**config.mk**
```make
export PLATFORM = sky130hd
export DESIGN_NAME = ysyx_24110006_alu_exec
export DESIGN_NICKNAME = d
export VERILOG_FILES = /design/src/rtl/ysyx_24110006_alu_exec.sv
export SDC_FILE = /design/constraint.sdc
export NUM_CORES = 1
export LEC_CHECK = 0
export BUFFER_PORTS_ARGS = -buffer_cell sky130_fd_sc_hd__buf_2
export CAP_MARGIN = 20
export CORE_MARGIN = 2
export CORE_UTILIZATION = 45
export DETAILED_ROUTE_END_ITERATION = 10
export MAX_ROUTING_LAYER = met4
export PLACE_DENSITY = 0.68
export RECOVER_POWER = 50
export SLEW_MARGIN = 10
export SYNTH_ARGS = -nofsm -noshare
export SYNTH_HDL_FRONTEND = slang
export SYNTH_SLANG_ARGS = --single-unit
```
**constraint.sdc**
```tcl
create_clock -name clock -period 2.5 [get_ports clock]
set_input_delay 0.25 -clock clock [delete_from_list [all_inputs] [get_ports clock]]
set_output_delay 0.25 -clock clock [all_outputs]
set_load 0.02 [all_outputs]
```
**src/rtl/ysyx_24110006_alu_exec.sv**
```systemverilog
// ysyx_24110006_alu_exec: RV32 execute-stage ALU with valid/ready handshakes on both sides.
// Define YSYX_24110006_MDU_EN to build the iterative RV32M mul/div datapath.
module ysyx_24110006_alu_exec #(
  parameter int unsigned XLEN       = 32,
  parameter int unsigned DIV_UNROLL = 1,
  parameter int unsigned MUL_SEQ    = 0
) (
  input  logic            clock,
  input  logic            reset_n,
  input  logic            i_valid,
  output logic            o_ready,
  input  logic [6:0]      i_op,
  input  logic [2:0]      i_func,
  input  logic [6:0]      i_func7,
  input  logic [XLEN-1:0] i_src1,
  input  logic [XLEN-1:0] i_src2,
  input  logic [XLEN-1:0] i_imm,
  input  logic [XLEN-1:0] i_pc,
  input  logic [XLEN-1:0] i_csr_rdata,
  output logic            o_valid,
  input  logic            i_ready,
  output logic [XLEN-1:0] o_result,
  output logic            o_illegal
);
  localparam int unsigned SHW = $clog2(XLEN);

  localparam logic [6:0] OpLui   = 7'b0110111;
  localparam logic [6:0] OpAuipc = 7'b0010111;
  localparam logic [6:0] OpJal   = 7'b1101111;
  localparam logic [6:0] OpJalr  = 7'b1100111;
  localparam logic [6:0] OpBr    = 7'b1100011;
  localparam logic [6:0] OpLoad  = 7'b0000011;
  localparam logic [6:0] OpStore = 7'b0100011;
  localparam logic [6:0] OpImm   = 7'b0010011;
  localparam logic [6:0] OpReg   = 7'b0110011;
  localparam logic [6:0] OpFence = 7'b0001111;
  localparam logic [6:0] OpSys   = 7'b1110011;

  typedef enum logic [1:0] {
    StIdle,
`ifdef YSYX_24110006_MDU_EN
    StExec,
`endif
    StDone
  } state_e;

  state_e            r_state, w_state_nxt;
  logic [XLEN-1:0]   r_result;
  logic              r_illegal;
  logic              w_accept, w_is_mext;
  logic              w_lui, w_auipc, w_jal, w_jalr, w_br, w_load, w_store, w_opimm, w_op;
  logic              w_fence, w_sys, w_sra;
  logic [XLEN-1:0]   w_a, w_b, w_sum, w_diff, w_base, w_acc_result;
  logic [SHW-1:0]    w_shamt;
  logic              w_base_illegal;

  assign w_lui     = (i_op == OpLui);
  assign w_auipc   = (i_op == OpAuipc);
  assign w_jal     = (i_op == OpJal);
  assign w_jalr    = (i_op == OpJalr);
  assign w_br      = (i_op == OpBr);
  assign w_load    = (i_op == OpLoad);
  assign w_store   = (i_op == OpStore);
  assign w_opimm   = (i_op == OpImm);
  assign w_op      = (i_op == OpReg);
  assign w_fence   = (i_op == OpFence);
  assign w_sys     = (i_op == OpSys);
  assign w_is_mext = w_op && (i_func7 == 7'b0000001);
  assign w_accept  = i_valid && (r_state == StIdle);

  always_comb begin
    w_a = i_src1;
    if (w_jal || w_jalr || w_auipc) w_a = i_pc;
    else if (w_lui)                 w_a = '0;
  end

  always_comb begin
    w_b = i_src2;
    if (w_opimm || w_load || w_store || w_auipc || w_lui) w_b = i_imm;
    else if (w_jal || w_jalr)                             w_b = XLEN'(4);
    else if (w_sys && i_func == 3'b001)                   w_b = '0;
    else if (w_sys && i_func == 3'b010)                   w_b = i_csr_rdata;
  end

  assign w_sum   = w_a + w_b;
  assign w_diff  = w_a - w_b;
  assign w_shamt = w_b[SHW-1:0];
  assign w_sra   = w_op ? i_func7[5] : i_imm[10];

  always_comb begin
    w_base         = w_sum;
    w_base_illegal = 1'b0;
    if (w_is_mext) begin
      w_base = '0;
`ifndef YSYX_24110006_MDU_EN
      w_base_illegal = 1'b1;
`endif
    end else if (w_op || w_opimm) begin
      case (i_func)
        3'b000: w_base = (w_op && i_func7[5]) ? w_diff : w_sum;
        3'b001: w_base = w_a << w_shamt;
        3'b010: w_base = {{(XLEN-1){1'b0}}, $signed(w_a) < $signed(w_b)};
        3'b011: w_base = {{(XLEN-1){1'b0}}, w_a < w_b};
        3'b100: w_base = w_a ^ w_b;
        3'b101: begin
          // Kept out of a ?: so the signed operand is not coerced to unsigned.
          if (w_sra) w_base = $signed(w_a) >>> w_shamt;
          else       w_base = w_a >> w_shamt;
        end
        3'b110: w_base = w_a | w_b;
        3'b111: w_base = w_a & w_b;
      endcase
    end else if (w_br) begin
      w_base = w_diff;
    end else if (w_fence) begin
      w_base = '0;
    end else if (w_sys) begin
      if (i_func == 3'b010)      w_base = w_a | w_b;
      else if (i_func == 3'b001) w_base = w_sum;
      else                       w_base = '0;
    end else if (!(w_lui || w_auipc || w_jal || w_jalr || w_load || w_store)) begin
      w_base         = '0;
      w_base_illegal = 1'b1;
    end
  end

`ifdef YSYX_24110006_MDU_EN
  localparam int unsigned     CW     = $clog2(XLEN + 2);
  localparam logic [XLEN-1:0] MinInt = {1'b1, {(XLEN-1){1'b0}}};

  logic [2:0]        r_mfunc;
  logic              r_neg_q, r_neg_r;
  logic [XLEN-1:0]   r_mag_a, r_mag_b, r_quo;
  logic [XLEN:0]     r_rem;
  logic [2*XLEN-1:0] r_prod;
  logic [CW-1:0]     r_cnt;
  logic              w_sgn_a, w_sgn_b, w_div_zero, w_div_ovf, w_special;
  logic [XLEN-1:0]   w_mag_a, w_mag_b, w_spec_res, w_quo_nxt, w_quo_fix, w_rem_fix;
  logic [XLEN-1:0]   w_mdu_result;
  logic [XLEN:0]     w_rem_nxt, w_add;
  logic [2*XLEN-1:0] w_prod_step, w_prod_full, w_prod_nxt, w_prod_fix;

  // Divide ops: signed unless func3[0]; mulh/mulhsu take rs1 signed, only mulh takes rs2 signed.
  assign w_sgn_a    = i_func[2] ? ~i_func[0] : (i_func[1:0] == 2'b01 || i_func[1:0] == 2'b10);
  assign w_sgn_b    = i_func[2] ? ~i_func[0] : (i_func[1:0] == 2'b01);
  assign w_mag_a    = (w_sgn_a && i_src1[XLEN-1]) ? -i_src1 : i_src1;
  assign w_mag_b    = (w_sgn_b && i_src2[XLEN-1]) ? -i_src2 : i_src2;
  assign w_div_zero = (i_src2 == '0);
  assign w_div_ovf  = ~i_func[0] && (i_src1 == MinInt) && (i_src2 == '1);
  assign w_special  = w_is_mext && i_func[2] && (w_div_zero || w_div_ovf);
  assign w_spec_res = w_div_zero ? (i_func[1] ? i_src1 : '1) : (i_func[1] ? '0 : i_src1);
  assign w_acc_result = w_special ? w_spec_res : w_base;

  always_comb begin
    w_quo_nxt = r_quo;
    w_rem_nxt = r_rem;
    for (int unsigned i = 0; i < DIV_UNROLL; i++) begin
      w_rem_nxt = {w_rem_nxt[XLEN-1:0], w_quo_nxt[XLEN-1]};
      w_quo_nxt = {w_quo_nxt[XLEN-2:0], 1'b0};
      if (w_rem_nxt >= {1'b0, r_mag_b}) begin
        w_rem_nxt    = w_rem_nxt - {1'b0, r_mag_b};
        w_quo_nxt[0] = 1'b1;
      end
    end
  end

  assign w_add       = {1'b0, r_prod[2*XLEN-1:XLEN]} + (r_prod[0] ? {1'b0, r_mag_a} : '0);
  assign w_prod_step = {w_add, r_prod[XLEN-1:1]};
  assign w_prod_full = {{XLEN{1'b0}}, r_mag_a} * {{XLEN{1'b0}}, r_mag_b};
  assign w_prod_nxt  = (MUL_SEQ != 0) ? w_prod_step : w_prod_full;
  assign w_prod_fix  = r_neg_q ? -w_prod_nxt : w_prod_nxt;
  assign w_quo_fix   = r_neg_q ? -r_quo : r_quo;
  assign w_rem_fix   = r_neg_r ? -r_rem[XLEN-1:0] : r_rem[XLEN-1:0];

  always_comb begin
    if (r_mfunc[2])                w_mdu_result = r_mfunc[1] ? w_rem_fix : w_quo_fix;
    else if (r_mfunc[1:0] == 2'b00) w_mdu_result = w_prod_fix[XLEN-1:0];
    else                            w_mdu_result = w_prod_fix[2*XLEN-1:XLEN];
  end

  // Divide runs XLEN/DIV_UNROLL iterations plus a sign-fix cycle; multiply folds the fix
  // into its last step.
  always_ff @(posedge clock or negedge reset_n) begin
    if (!reset_n) begin
      r_mfunc <= '0;
      r_neg_q <= 1'b0;
      r_neg_r <= 1'b0;
      r_mag_a <= '0;
      r_mag_b <= '0;
      r_quo   <= '0;
      r_rem   <= '0;
      r_prod  <= '0;
      r_cnt   <= '0;
    end else if (w_accept) begin
      r_mfunc <= i_func;
      r_neg_q <= (w_sgn_a & i_src1[XLEN-1]) ^ (w_sgn_b & i_src2[XLEN-1]);
      r_neg_r <= w_sgn_a & i_src1[XLEN-1];
      r_mag_a <= w_mag_a;
      r_mag_b <= w_mag_b;
      r_quo   <= w_mag_a;
      r_rem   <= '0;
      r_prod  <= {{XLEN{1'b0}}, w_mag_b};
      r_cnt   <= i_func[2] ? CW'(XLEN / DIV_UNROLL + 1) : ((MUL_SEQ != 0) ? CW'(XLEN) : CW'(1));
    end else if (r_state == StExec) begin
      r_cnt  <= r_cnt - CW'(1);
      r_quo  <= w_quo_nxt;
      r_rem  <= w_rem_nxt;
      r_prod <= w_prod_nxt;
    end
  end
`else
  logic [31:0] w_unused_cfg;
  assign w_unused_cfg = DIV_UNROLL + MUL_SEQ;
  assign w_acc_result = w_base;
`endif

  always_comb begin
    w_state_nxt = r_state;
    unique case (r_state)
      StIdle: begin
        if (i_valid) begin
          w_state_nxt = StDone;
`ifdef YSYX_24110006_MDU_EN
          if (w_is_mext && !w_special) w_state_nxt = StExec;
`endif
        end
      end
`ifdef YSYX_24110006_MDU_EN
      StExec:  if (r_cnt == CW'(1)) w_state_nxt = StDone;
`endif
      StDone:  if (i_ready) w_state_nxt = StIdle;
      default: w_state_nxt = StIdle;
    endcase
  end

  always_ff @(posedge clock or negedge reset_n) begin
    if (!reset_n) begin
      r_state   <= StIdle;
      r_result  <= '0;
      r_illegal <= 1'b0;
    end else begin
      r_state <= w_state_nxt;
      if (w_accept) begin
        r_result  <= w_acc_result;
        r_illegal <= w_base_illegal;
      end
`ifdef YSYX_24110006_MDU_EN
      else if (r_state == StExec && r_cnt == CW'(1)) begin
        r_result <= w_mdu_result;
      end
`endif
    end
  end

  assign o_ready   = (r_state == StIdle);
  assign o_valid   = (r_state == StDone);
  assign o_result  = r_result;
  assign o_illegal = r_illegal;

endmodule

```
==> results.cfg, run 1 <==
[synth]
synth_edf_count = 0
synth_top_area_share_pct = 10.4
synth_ff_type = dfrtp_1
synth_area_sq_um = 12200
synth_seq_area_share_pct = 7.00
async_flop_share_pct = 100
yosys_warnings = 0
synth_top_cell_by_area = ha_1
syn_nets = 2125
synth-seq-cells = 34
ys_types = 88
synthesis.instances = 1841
synth_area_leaders = ha_1, mux2i_1, a21oi_1, o21ai_0, dfrtp_1
syn_area_per_cell_sq_um = 6.60

[place]
hpwl_mm = 62.6
placed_area_sq_um = 18600
gp_routability_congestion = 1.20
port_buffers = 215

[global_routing]
antenna_found_initial = 10
grt-ovfl-total = 22
grt_max_degree = 74
grt.total_usage_pct = 78.0

[run_status]
haltStage = 5_1_grt
outcome = did not finish
firstError = [ERROR GRT-0232] Routing congestion too high. Check the congestion heatmap in the GUI.

[floorplan]
die_h_microns = 168
start_util_pct = 45.5
ios = 216
die_w_microns = 168
num_rows = 60

[cts]
clockRootBuffer = clkbuf_16
numCtsBuffers = 5
hold_buffers = 0
cts_sinks = 34
htreeDepth = 2
cts_buffer_depth = 2

[sta]
postGrtWorstEndpoint = o_result[30]$_DFFE_PN0P_/D
worstEpCategory = register data pin
[through the flow]
step                utilization, %  TNS (ns)  hold slack (ns)  worst slack (ns)  cells
CTS                           77.2    -44.01            0.121             -1.69   2988
floorplan                        -    -50.48          -0.0456             -2.16   1841
detailed placement            69.5    -63.86            0.458             -2.27   2918
global placement              69.5    -61.68            0.444             -2.25   2918
[cell usage after synthesis (11+ instances only)]
master	count
or2_2	12
o211ai_1	32
a31oi_1	13
a211oi_1	36
a22o_1	37
a21o_1	17
a221oi_1	23
a221o_1	11
inv_1	91
ha_1	101
nor3_1	29
o21a_1	14
o21ai_1	15
mux2i_1	109
xnor2_1	44
a21oi_1	184
nand2_1	205
clkbuf_1	81
nor2b_1	13
nand3_1	27
nand4_1	12
buf_1	17
o221ai_1	22
nor2_1	198
nor4_1	12
buf_2	33
o31ai_1	20
dfrtp_1	34
and3_1	12
o21ai_0	181
o22ai_1	12
[layer usage]
layer / GRT overflow / global-route usage (%)
met3: 0 / 61.2
met1: 0 / 78.1
met4: 10 / 73.3
met5: - / -
met2: 12 / 93.0
[repair_timing]
item / in CTS
pin swaps: 131
setup buffers: 59
setup endpoints to repair: 32
gates cloned: 7
resized for setup: 271
[kinds of logic after synthesis]
group	Yosys count	share of synthesized area [%]
buffers and inverters	236	7.96
xor gates and xnor gates	54	3.89
DFF	34	7.00
AOI/OAI and AO/OA	734	39.9
adders and majority gates	103	10.7
and+or+nand+nor	562	20.5
muxes	118	10.1
==> run 2, diff against run 1 <==
- CORE_UTILIZATION: 45 -> 30
- MAX_ROUTING_LAYER: met4 -> unset
- PLACE_DENSITY: 0.68 -> unset
- PLACE_DENSITY_LB_ADDON: unset -> 0.15
==> run 2 against run 1 <==
Effect of this change: the flow now finishes, with violations (setup timing); area after synthesis unchanged; synthesized cell count unchanged.
==> results.cfg, run 2 <==
[run_status]
outcome = finished, violations left
violations = setup timing

[synth]
synthesis.instances = 1841
synth_top_area_share_pct = 10.4
synth_area_sq_um = 12200
synth-seq-cells = 34
synth_area_leaders = ha_1, mux2i_1, a21oi_1, o21ai_0, dfrtp_1
async_flop_share_pct = 100
syn_area_per_cell_sq_um = 6.60
synth_edf_count = 0
synth_ff_type = dfrtp_1
synth_top_cell_by_area = ha_1
synthMostInstantiatedCell = nand2_1
syn_nets = 2125
synth_seq_area_share_pct = 7.00
ys_top_cells_by_count = nand2_1, nor2_1, a21oi_1, o21ai_0, mux2i_1
ys_types = 88
yosys_warnings = 0

[detailed_routing]
vias = 19089
routed_wl_mm = 91.7
final_antenna_net_count = 0
drc_errors = 0
dr.pass1.iters = 7
drt_iter0_drc = 1986
viasPerCell = 5.89
wl_per_cell_microns = 28.3

[global_routing]
grt_pass1_vias = 18152
grt_pass1_wl_mm = 126
grt_max_degree = 69
grtUsageMet2_pct = 64.4
grt.total_usage_pct = 41.6
antenna_found_initial = 2
grt_use_met3_pct = 6.10
grt-ovfl-total = 0
grt.busiest_layer = met2
use_met1_pct = 52.6

[cells_and_area]
layout_common_cells = buf_4, nand2_1, buf_2
fill_cells = 3874
final_common_cell = buf_4
largest_register_ffs = 32
drive_gt1_share_pct = 48.9
area_growth_pct = 86.4
fin_nets = 2996
multi_input_area_sq_um = 12800
layout.cells.non_filler = 3239
seqCellArea_sq_um = 851

[min_path]
hold_path_class = in -> reg

[cts]
htreeDepth = 2
path_clk_slew_ns = 0.07
cts_buffer_depth = 2
clock_latency_ns = 0.31
numCtsBuffers = 5
cts_sinks = 34
clockRootBuffer = clkbuf_16
tritoncts = done

[floorplan]
ios = 216
core_area_sq_um = 39900
die_w_microns = 205
num_rows = 73
start_util_pct = 30.5
die-area_sq_um = 42200
die_h_microns = 205

[critical_path]
rrSetupSlack_ns = 0.42
cp_max_fo = 6
worstPathRequired_ns = 2.69
worst_setup_path_end_kind = register
worstSetupStartpointType = input pin
critPathKind = in -> reg
arrival_ns = 4.53

[pwr]
power_leakage_uw = 0.0105
switching_share_pct = 49.6
p_int_uw = 3960
p_clk_share_pct = 9.5
pwr-share-seq_pct = 8.6
powerDensity_nw_per_um2 = 346
comb_power_share_pct = 81.9
ir_drop_v = 0.000239
p_sw_uw = 3890

[sta]
finalSetupViolations = 32
final_max_slew_viol_count = 0
clock.fmax_ghz = 0.231
worstMarginPinSlew_ns = 1.12
fin_crit_sh_pct = 174
slew_headroom_pct = 24.9
hold_viol = 0
rsz0062_at_grt = yes
clock-skew-final_ns = 0.00639
fin_crit_ns = 4.34
timing.final.ws_setup_ns = -1.84

[place]
dpl_worst_slack_ns = -2.55
placedCellCount = 3128
gp_routability_congestion = 1.07
hpwl_mm = 72.3
port_buffers = 215

[job]
cap_violations = 0
## run 2: cell counts after synthesis
Identical to the previous run, type by type.
## run 2: cells by family (layout without fill, tap and decap cells)
family / after synthesis / count (layout) / synth area share [%]
xor gates and xnor gates: 54 / 54 / 3.89
muxes: 118 / 118 / 10.1
DFF: 34 / 34 / 7.00
buffers and inverters: 236 / 1108 / 7.96
and+or+nand+nor: 562 / 562 / 20.5
AOI/OAI and AO/OA: 734 / 734 / 39.9
other: 0 / 1 / 0
adders and majority gates: 103 / 103 / 10.7
## run 2: power by group through the flow
stage	registers [uW]	logic, uW	clock network (uW)
finish	675	6430	746
global route	676	6720	762
floorplan	724	2410	0
detailed placement	678	5110	0
CTS	667	5660	755
global placement	682	5120	0
## run 2: timing repair
action | in CTS | in global routing
gates resized for setup | 245 | 275
setup endpoints to repair | 32 | 32
pin swaps | 97 | 127
gates cloned | 8 | 4
hold buffers | 1 | 0
buffers inserted | 39 | 58
hold endpoints to repair | 7 | 0
## run 2: worst paths after layout
check,from,endpoint,depth (start not counted)
hold reg to reg,o_result[31],o_result[31],1
hold / removal,i_ready,r_state[0],2
setup reg to reg,r_state[0],o_result[15],7
setup / recovery,i_op[3],o_result[24],24
max in group asynchronous,reset_n,o_result[10],3
min in group asynchronous,reset_n,r_state[0],2
## run 2: area by class of cell
cell class / count / share of cell area, %
clock inverter: 1 / 0.0221
inverter: 96 / 1.64
clock buffer: 7 / 0.629
antenna: 1 / 0.0110
timing repair buffer: 1004 / 34.8
sequential: 34 / 3.75
multi-input combinational: 1571 / 56.3
tap: 525 / 2.90
## run 2: metal layers
layer,vias up,wire length (microns)
met1,9184,36800
met3,246,7380
li1,8600,-
met5,-,22
met2,1057,39400
met4,2,8130
## run 2: critical path, stage by stage
cell and delay [ns]:
buf_8 0.11, or4bb_4 0.57, buf_6 0.14, o32ai_4 0.17, buf_6 0.20, buf_16 0.15, nand2b_1 0.10, o41ai_4 0.09
ha_4 0.27, buf_4 0.16, nor2b_4 0.16, o211ai_1 0.12, buf_4 0.17, a21oi_4 0.23, nor2_4 0.09, o31ai_4 0.32
buf_6 0.16, buf_4 0.11, a21o_1 0.11, a21oi_2 0.07, xnor2_2 0.20, nand2_1 0.10, a221oi_2 0.33, o41ai_2 0.12
## run 2: stage by stage
stage	TNS, ns	utilization, %	power (uW)	instance area, sq um	hold slack (ns)
after detailed placement	-68.97	47.7	5790	19000	0.128
after floorplan	-50.48	-	3140	12600	-0.0456
final	-48.85	56.8	7850	22700	0.116
after global placement	-68.39	47.7	5810	19000	0.130
after global routing	-52.61	56.8	8160	22700	0.139
after CTS	-46.62	52.3	7080	20900	0.106
Power figures use the tool's default switching activity.
